$ cat config.mk
export PLATFORM = sky130hd
export DESIGN_NAME = vga_scan_timing
export DESIGN_NICKNAME = d
export VERILOG_FILES = /design/src/rtl/vga_pkg.sv /design/src/rtl/vga_sync_delay.sv /design/src/rtl/vga_scan_timing.sv
export SDC_FILE = /design/constraint.sdc
export NUM_CORES = 1
export LEC_CHECK = 0
export ABC_AREA = 1
export CAP_MARGIN = 20
export CORE_UTILIZATION = 49
export DETAILED_ROUTE_END_ITERATION = 10
export PLACE_DENSITY = 0.79
export SYNTH_ARGS = -nofsm -noshare
export SYNTH_HDL_FRONTEND = slang
export SYNTH_HIERARCHICAL = 1
export SYNTH_SLANG_ARGS = --single-unit
$ cat constraint.sdc
create_clock -name clk -period 1.67 [get_ports clk]
set_input_delay 0.334 -clock clk [delete_from_list [all_inputs] [get_ports clk]]
set_output_delay 0.334 -clock clk [all_outputs]
set_load 0.01 [all_outputs]
$ cat src/rtl/vga_pkg.sv
// Shared timing defaults and pixel layout for the VGA scan-out block.
// Default raster is 640x480@60 with negative sync polarity.
package vga_pkg;

    localparam int H_ACTIVE_DEF = 640;
    localparam int H_FP_DEF     = 16;
    localparam int H_SYNC_DEF   = 96;
    localparam int H_BP_DEF     = 48;
    localparam int V_ACTIVE_DEF = 480;
    localparam int V_FP_DEF     = 10;
    localparam int V_SYNC_DEF   = 2;
    localparam int V_BP_DEF     = 33;

    localparam int H_TOTAL  = H_ACTIVE_DEF + H_FP_DEF + H_SYNC_DEF + H_BP_DEF;
    localparam int V_TOTAL  = V_ACTIVE_DEF + V_FP_DEF + V_SYNC_DEF + V_BP_DEF;
    localparam int HS_START = H_ACTIVE_DEF + H_FP_DEF;
    localparam int HS_END   = HS_START + H_SYNC_DEF - 1;
    localparam int VS_START = V_ACTIVE_DEF + V_FP_DEF;
    localparam int VS_END   = VS_START + V_SYNC_DEF - 1;

    // GPU pixel word is {R[11:8], G[7:4], B[3:0]}
    localparam int RGB_BITS = 4;

    typedef struct packed {
        logic [RGB_BITS-1:0] r;
        logic [RGB_BITS-1:0] g;
        logic [RGB_BITS-1:0] b;
    } rgb444_t;

endpackage

$ cat src/rtl/vga_sync_delay.sv
// Shift register that delays the raw blanking/sync controls to line up
// with the pixel fetch pipeline; depth 0 degenerates to a wire.
module vga_sync_delay
    import vga_pkg::*;
#(
    parameter int               WIDTH   = 3,
    parameter int               DEPTH   = 3,
    parameter logic [WIDTH-1:0] RST_VAL = '0
) (
    input  logic             clk,
    input  logic             rst_n,
    input  logic [WIDTH-1:0] d,
    output logic [WIDTH-1:0] q
);

    generate
        if (DEPTH == 0) begin : g_wire
            assign q = d;
        end else begin : g_pipe
            logic [WIDTH-1:0] stage [DEPTH];

            always_ff @(posedge clk or negedge rst_n) begin
                if (!rst_n) begin
                    for (int i = 0; i < DEPTH; i++) stage[i] <= RST_VAL;
                end else begin
                    stage[0] <= d;
                    for (int i = 1; i < DEPTH; i++) stage[i] <= stage[i-1];
                end
            end

            assign q = stage[DEPTH-1];
        end
    endgenerate

endmodule

$ cat src/rtl/vga_scan_timing.sv
// Raster counters for the GPU fetch stage plus delay-matched, blanked
// RGB444/hsync/vsync drive for the VGA connector.
module vga_scan_timing
    import vga_pkg::*;
#(
    parameter int H_ACTIVE = H_ACTIVE_DEF,
    parameter int H_FP     = H_FP_DEF,
    parameter int H_SYNC   = H_SYNC_DEF,
    parameter int H_BP     = H_BP_DEF,
    parameter int V_ACTIVE = V_ACTIVE_DEF,
    parameter int V_FP     = V_FP_DEF,
    parameter int V_SYNC   = V_SYNC_DEF,
    parameter int V_BP     = V_BP_DEF,
    parameter int PIPE_DLY = 3,
    parameter bit SYNC_POL = 1'b0
) (
    input  logic        clk,
    input  logic        rst_n,
    output logic [9:0]  col,
    output logic [8:0]  row,
    input  logic [11:0] vga_data,
    output logic [3:0]  vga_r,
    output logic [3:0]  vga_g,
    output logic [3:0]  vga_b,
    output logic        hsync,
    output logic        vsync,
    output logic        frame_start
);

    localparam logic [9:0] H_LAST = 10'(H_ACTIVE + H_FP + H_SYNC + H_BP - 1);
    localparam logic [9:0] V_LAST = 10'(V_ACTIVE + V_FP + V_SYNC + V_BP - 1);
    localparam logic [9:0] H_VIS  = 10'(H_ACTIVE);
    localparam logic [9:0] V_VIS  = 10'(V_ACTIVE);
    localparam logic [9:0] HS_LO  = 10'(H_ACTIVE + H_FP);
    localparam logic [9:0] HS_HI  = 10'(H_ACTIVE + H_FP + H_SYNC - 1);
    localparam logic [9:0] VS_LO  = 10'(V_ACTIVE + V_FP);
    localparam logic [9:0] VS_HI  = 10'(V_ACTIVE + V_FP + V_SYNC - 1);

    logic [9:0] hcnt;
    logic [9:0] vcnt;
    logic       running;
    logic       h_wrap;
    logic       v_wrap;
    logic [2:0] ctl_raw;
    logic [2:0] ctl_dly;
    rgb444_t    pix_q;

    assign h_wrap = (hcnt == H_LAST);
    assign v_wrap = (vcnt == V_LAST);

    // The first edge after reset only announces frame_start for the (0,0)
    // position already on col/row; counting starts on the following edge.
    always_ff @(posedge clk or negedge rst_n) begin
        if (!rst_n) begin
            hcnt        <= '0;
            vcnt        <= '0;
            running     <= 1'b0;
            frame_start <= 1'b0;
        end else if (!running) begin
            running     <= 1'b1;
            frame_start <= 1'b1;
        end else begin
            hcnt        <= h_wrap ? '0 : hcnt + 10'd1;
            if (h_wrap) vcnt <= v_wrap ? '0 : vcnt + 10'd1;
            frame_start <= h_wrap && v_wrap;
        end
    end

    assign col = hcnt;
    assign row = (vcnt < V_VIS) ? vcnt[8:0] : '0;

    assign ctl_raw = {(hcnt < H_VIS) && (vcnt < V_VIS),
                      (hcnt >= HS_LO) && (hcnt <= HS_HI),
                      (vcnt >= VS_LO) && (vcnt <= VS_HI)};

    vga_sync_delay #(
        .WIDTH   (3),
        .DEPTH   (PIPE_DLY),
        .RST_VAL (3'b000)
    ) u_sync_delay (
        .clk   (clk),
        .rst_n (rst_n),
        .d     (ctl_raw),
        .q     (ctl_dly)
    );

    // Vertical blank is not blanked by the GPU, so RGB is gated here.
    always_ff @(posedge clk or negedge rst_n) begin
        if (!rst_n) begin
            pix_q <= '0;
            hsync <= ~SYNC_POL;
            vsync <= ~SYNC_POL;
        end else begin
            pix_q <= ctl_dly[2] ? rgb444_t'(vga_data) : '0;
            hsync <= ctl_dly[1] ^ ~SYNC_POL;
            vsync <= ctl_dly[0] ^ ~SYNC_POL;
        end
    end

    assign vga_r = pix_q.r;
    assign vga_g = pix_q.g;
    assign vga_b = pix_q.b;

endmodule
==> results.md <==
* Status: finished with violations
* Failing checks: negative hold slack
* CTS clk-pin slew, worst paths at 80 ps
* CP bufs+invs at 1
* DR WL/cell at 12.6 um
* Place WS at 2.78 ps
* Clock Sink Count at 45
* Post-DP Area at 2630 um^2
* H-tree levels at 2
* Later-pin clock latency in the skew report at 290 ps
* Worst Reg2Reg Path Length in Cells at 7
* DPL Wire Length at 2.96 mm
* Levels on crit path at 1
* Period minus WS final at 1630 ps
* Ports at 48
* CP startpoint kind: flip-flop
* Fin area at 2720 um^2
* Num CTS Buffers at 5
* Period utilisation layout at 0.976
* Syn-to-layout area delta at 34.3%
* Syn nets at 243
* Syn Area/Cell at 8.99 um^2
* Unrepaired setup endpoints after global routing: no
* Most Crowded Layer GR: met2
* N_diodes at 0
* Worst path required time at 1340 ps
* Met2 Usage GRT at 0.351
* Number of port buffers at 47
* Global-route met1 utilization at 0.281
* GPL Wtd Cong at 0.851
* Worst path top cell family by delay: buffers and inverters
* Max Slew Vio Count at 0
* F_max at 614 MHz
* Via count at 1684
* Vias in the first global route at 1590
* Pwr Density at 933 nW/um^2
* Clk_skew at 2.43 ps
* Most common cell after layout, fill and taps aside: nand2_1
* Sequential cell area at 1130 um^2
* Worst setup EP type: primary output
* Via density at 5.00
* WL final at 4.24 mm
* CORE AREA at 3800 um^2
* WHS at -0.229 ps
* Yosys top cell by area: dfrtp_1
* Top cell type's share of synthesized area at 0.532
* WS Path Type: flip-flop to primary output
* Row count at 22
* DRC viols at 0
* CP max FO at 7
* Final nets at 307
* CP max stage cell: clkdlybuf4s50_1
* Die height at 66.2 um
* Initial core utilization at 0.532
* Commonest non-fill, non-tap cells in the layout: 40 x nand2_1, 39 x dfrtp_1, 35 x clkdlybuf4s50_1
* First-pass GRT wire length at 7.06 mm
* First drt pass iteration count at 4
* Ratio of cells with drive above 1 in the final layout at 0.201
* All-Layer GR Usage at 0.218
* Iter 0 DRT Violations at 80
* Die Area at 4390 um^2
* M3 GR Usage at 0.0603
* Cells after Synth at 225
* Total gr overflow at 0
* Register area share after synthesis at 0.558
* Largest net degree at the start of global routing at 46
* LEAKAGE at 1.32 nW
* Die Span X at 66.2 um
* Fin. Hold Viols at 1
* Worst VDD drop at 0.000783 V
* Clock Tree Buf Depth at 2
* Final Setup Violations at 0
* CP peak stage delay at 560 ps
* Initial antenna violation count at 0
* Area of the multi-input gates at 724 um^2
* #FFs+latches synth at 45
* Count of different cell masters after synthesis at 30
* Worst EP arrival at 1300 ps
* Yosys warning count at 6
* Filler cells at 280
* Synth area leaders: dfrtp_1 53%, nand2_1 7.8%, inv_1 6.1%
* Sum Neg Setup Slack at 0 ps
* CTS root buffer: clkbuf_8
* Mapped cell area at 2020 um^2
* TritonCTS clock tree: done
* Pwr Total at 2.53 mW
* Cell-by-cell trace of the critical path: clkdlybuf4s50_1
* MaxCap Viol Count at 0
* Worst min path class: primary input to asynchronous set/reset pin
* Final worst setup slack at 40.1 ps
* Final ANT Viol Nets at 0
-- registers in the layout (all words and copies together) (netlist names), 3 cells and up --
signal,count
col,10
vcnt,10
u_sync_delay/g_pipe.stage,6
vga_b,4
vga_g,4
vga_r,4
u_sync_delay/q,3
-- cells in the mapped netlist, drive strengths merged --
| library cell | n |
|---|---|
| inv | 34 |
| nand3 | 17 |
| dfstp | 2 |
| a21oi | 1 |
| o21ai | 14 |
| nor3b | 1 |
| clkbuf | 1 |
| nor2 | 38 |
| ha | 4 |
| clkinv | 2 |
| conb | 1 |
| nor3 | 5 |
| xor2 | 3 |
| a21boi | 1 |
| a31o | 1 |
| nand4 | 8 |
| nand3b | 1 |
| buf | 5 |
| dfrtp | 43 |
| nand2 | 43 |
-- cell families after synthesis --
kind of cell / count (synthesis) / synth area share
and+or+nand+nor: 113 / 0.260
other: 1 / 0.00185
xor gates and xnor gates: 3 / 0.0130
adders and majority gates: 4 / 0.0248
DFF: 45 / 0.558
AOI/OAI and AO/OA: 17 / 0.0526
buffers and inverters: 42 / 0.0897
-- metal layers --
layer / share of wire / vias to the layer above
li1: - / 832
met1: 0.45 / 791
met2: 0.48 / 56
met3: 0.060 / 5
met4: 0.011 / 0
met5: 0 / -
-- power breakdown --
part | total [mW] | switching [mW] | internal [mW]
Sequential | 1.28 | 0.107 | 1.18
Clock | 0.786 | 0.351 | 0.435
Combinational | 0.463 | 0.220 | 0.243
-- area by class of cell --
cell class                      count  share of cell area
Sequential cell                    45               0.417
Multi-Input combinational cell    138               0.267
Timing Repair Buffer               63               0.205
Inverter                           36              0.0502
Clock buffer                        5              0.0253
Tap cell                           48              0.0221
Clock inverter                      2              0.0129
-- timing repair --
| action | 4_1_cts | 5_1_grt |
|---|---|---|
| cloned | 0 | 0 |
| setup buffers | 1 | 0 |
| hold buffers | 0 | 0 |
| pin swaps | 1 | 0 |
| resized for setup | 26 | 15 |
| setup endpoints to repair | 13 | 11 |
-- final timing paths --
kind / startpoint / end / slack, ps
min in group clk: u_sync_delay/g_pipe.stage[3] / u_sync_delay/q[0] / 350
worst max-delay path: col[7] / col[7] / 40
worst max register to register: vcnt[1] / vcnt[9] / 80
worst min-delay path: rst_n / vga_g[3] / -0.2
max in group asynchronous: rst_n / vsync / 1400
worst min register to register: u_sync_delay/g_pipe.stage[3] / u_sync_delay/q[0] / 350
-- through the flow --
stage	instances	util
final	337	0.715
after detailed placement	329	0.692
after global routing	337	0.715
after floorplan	225	-
after global placement	329	0.692
after CTS	337	0.723
Note: power is estimated with default switching activity, not from simulation.
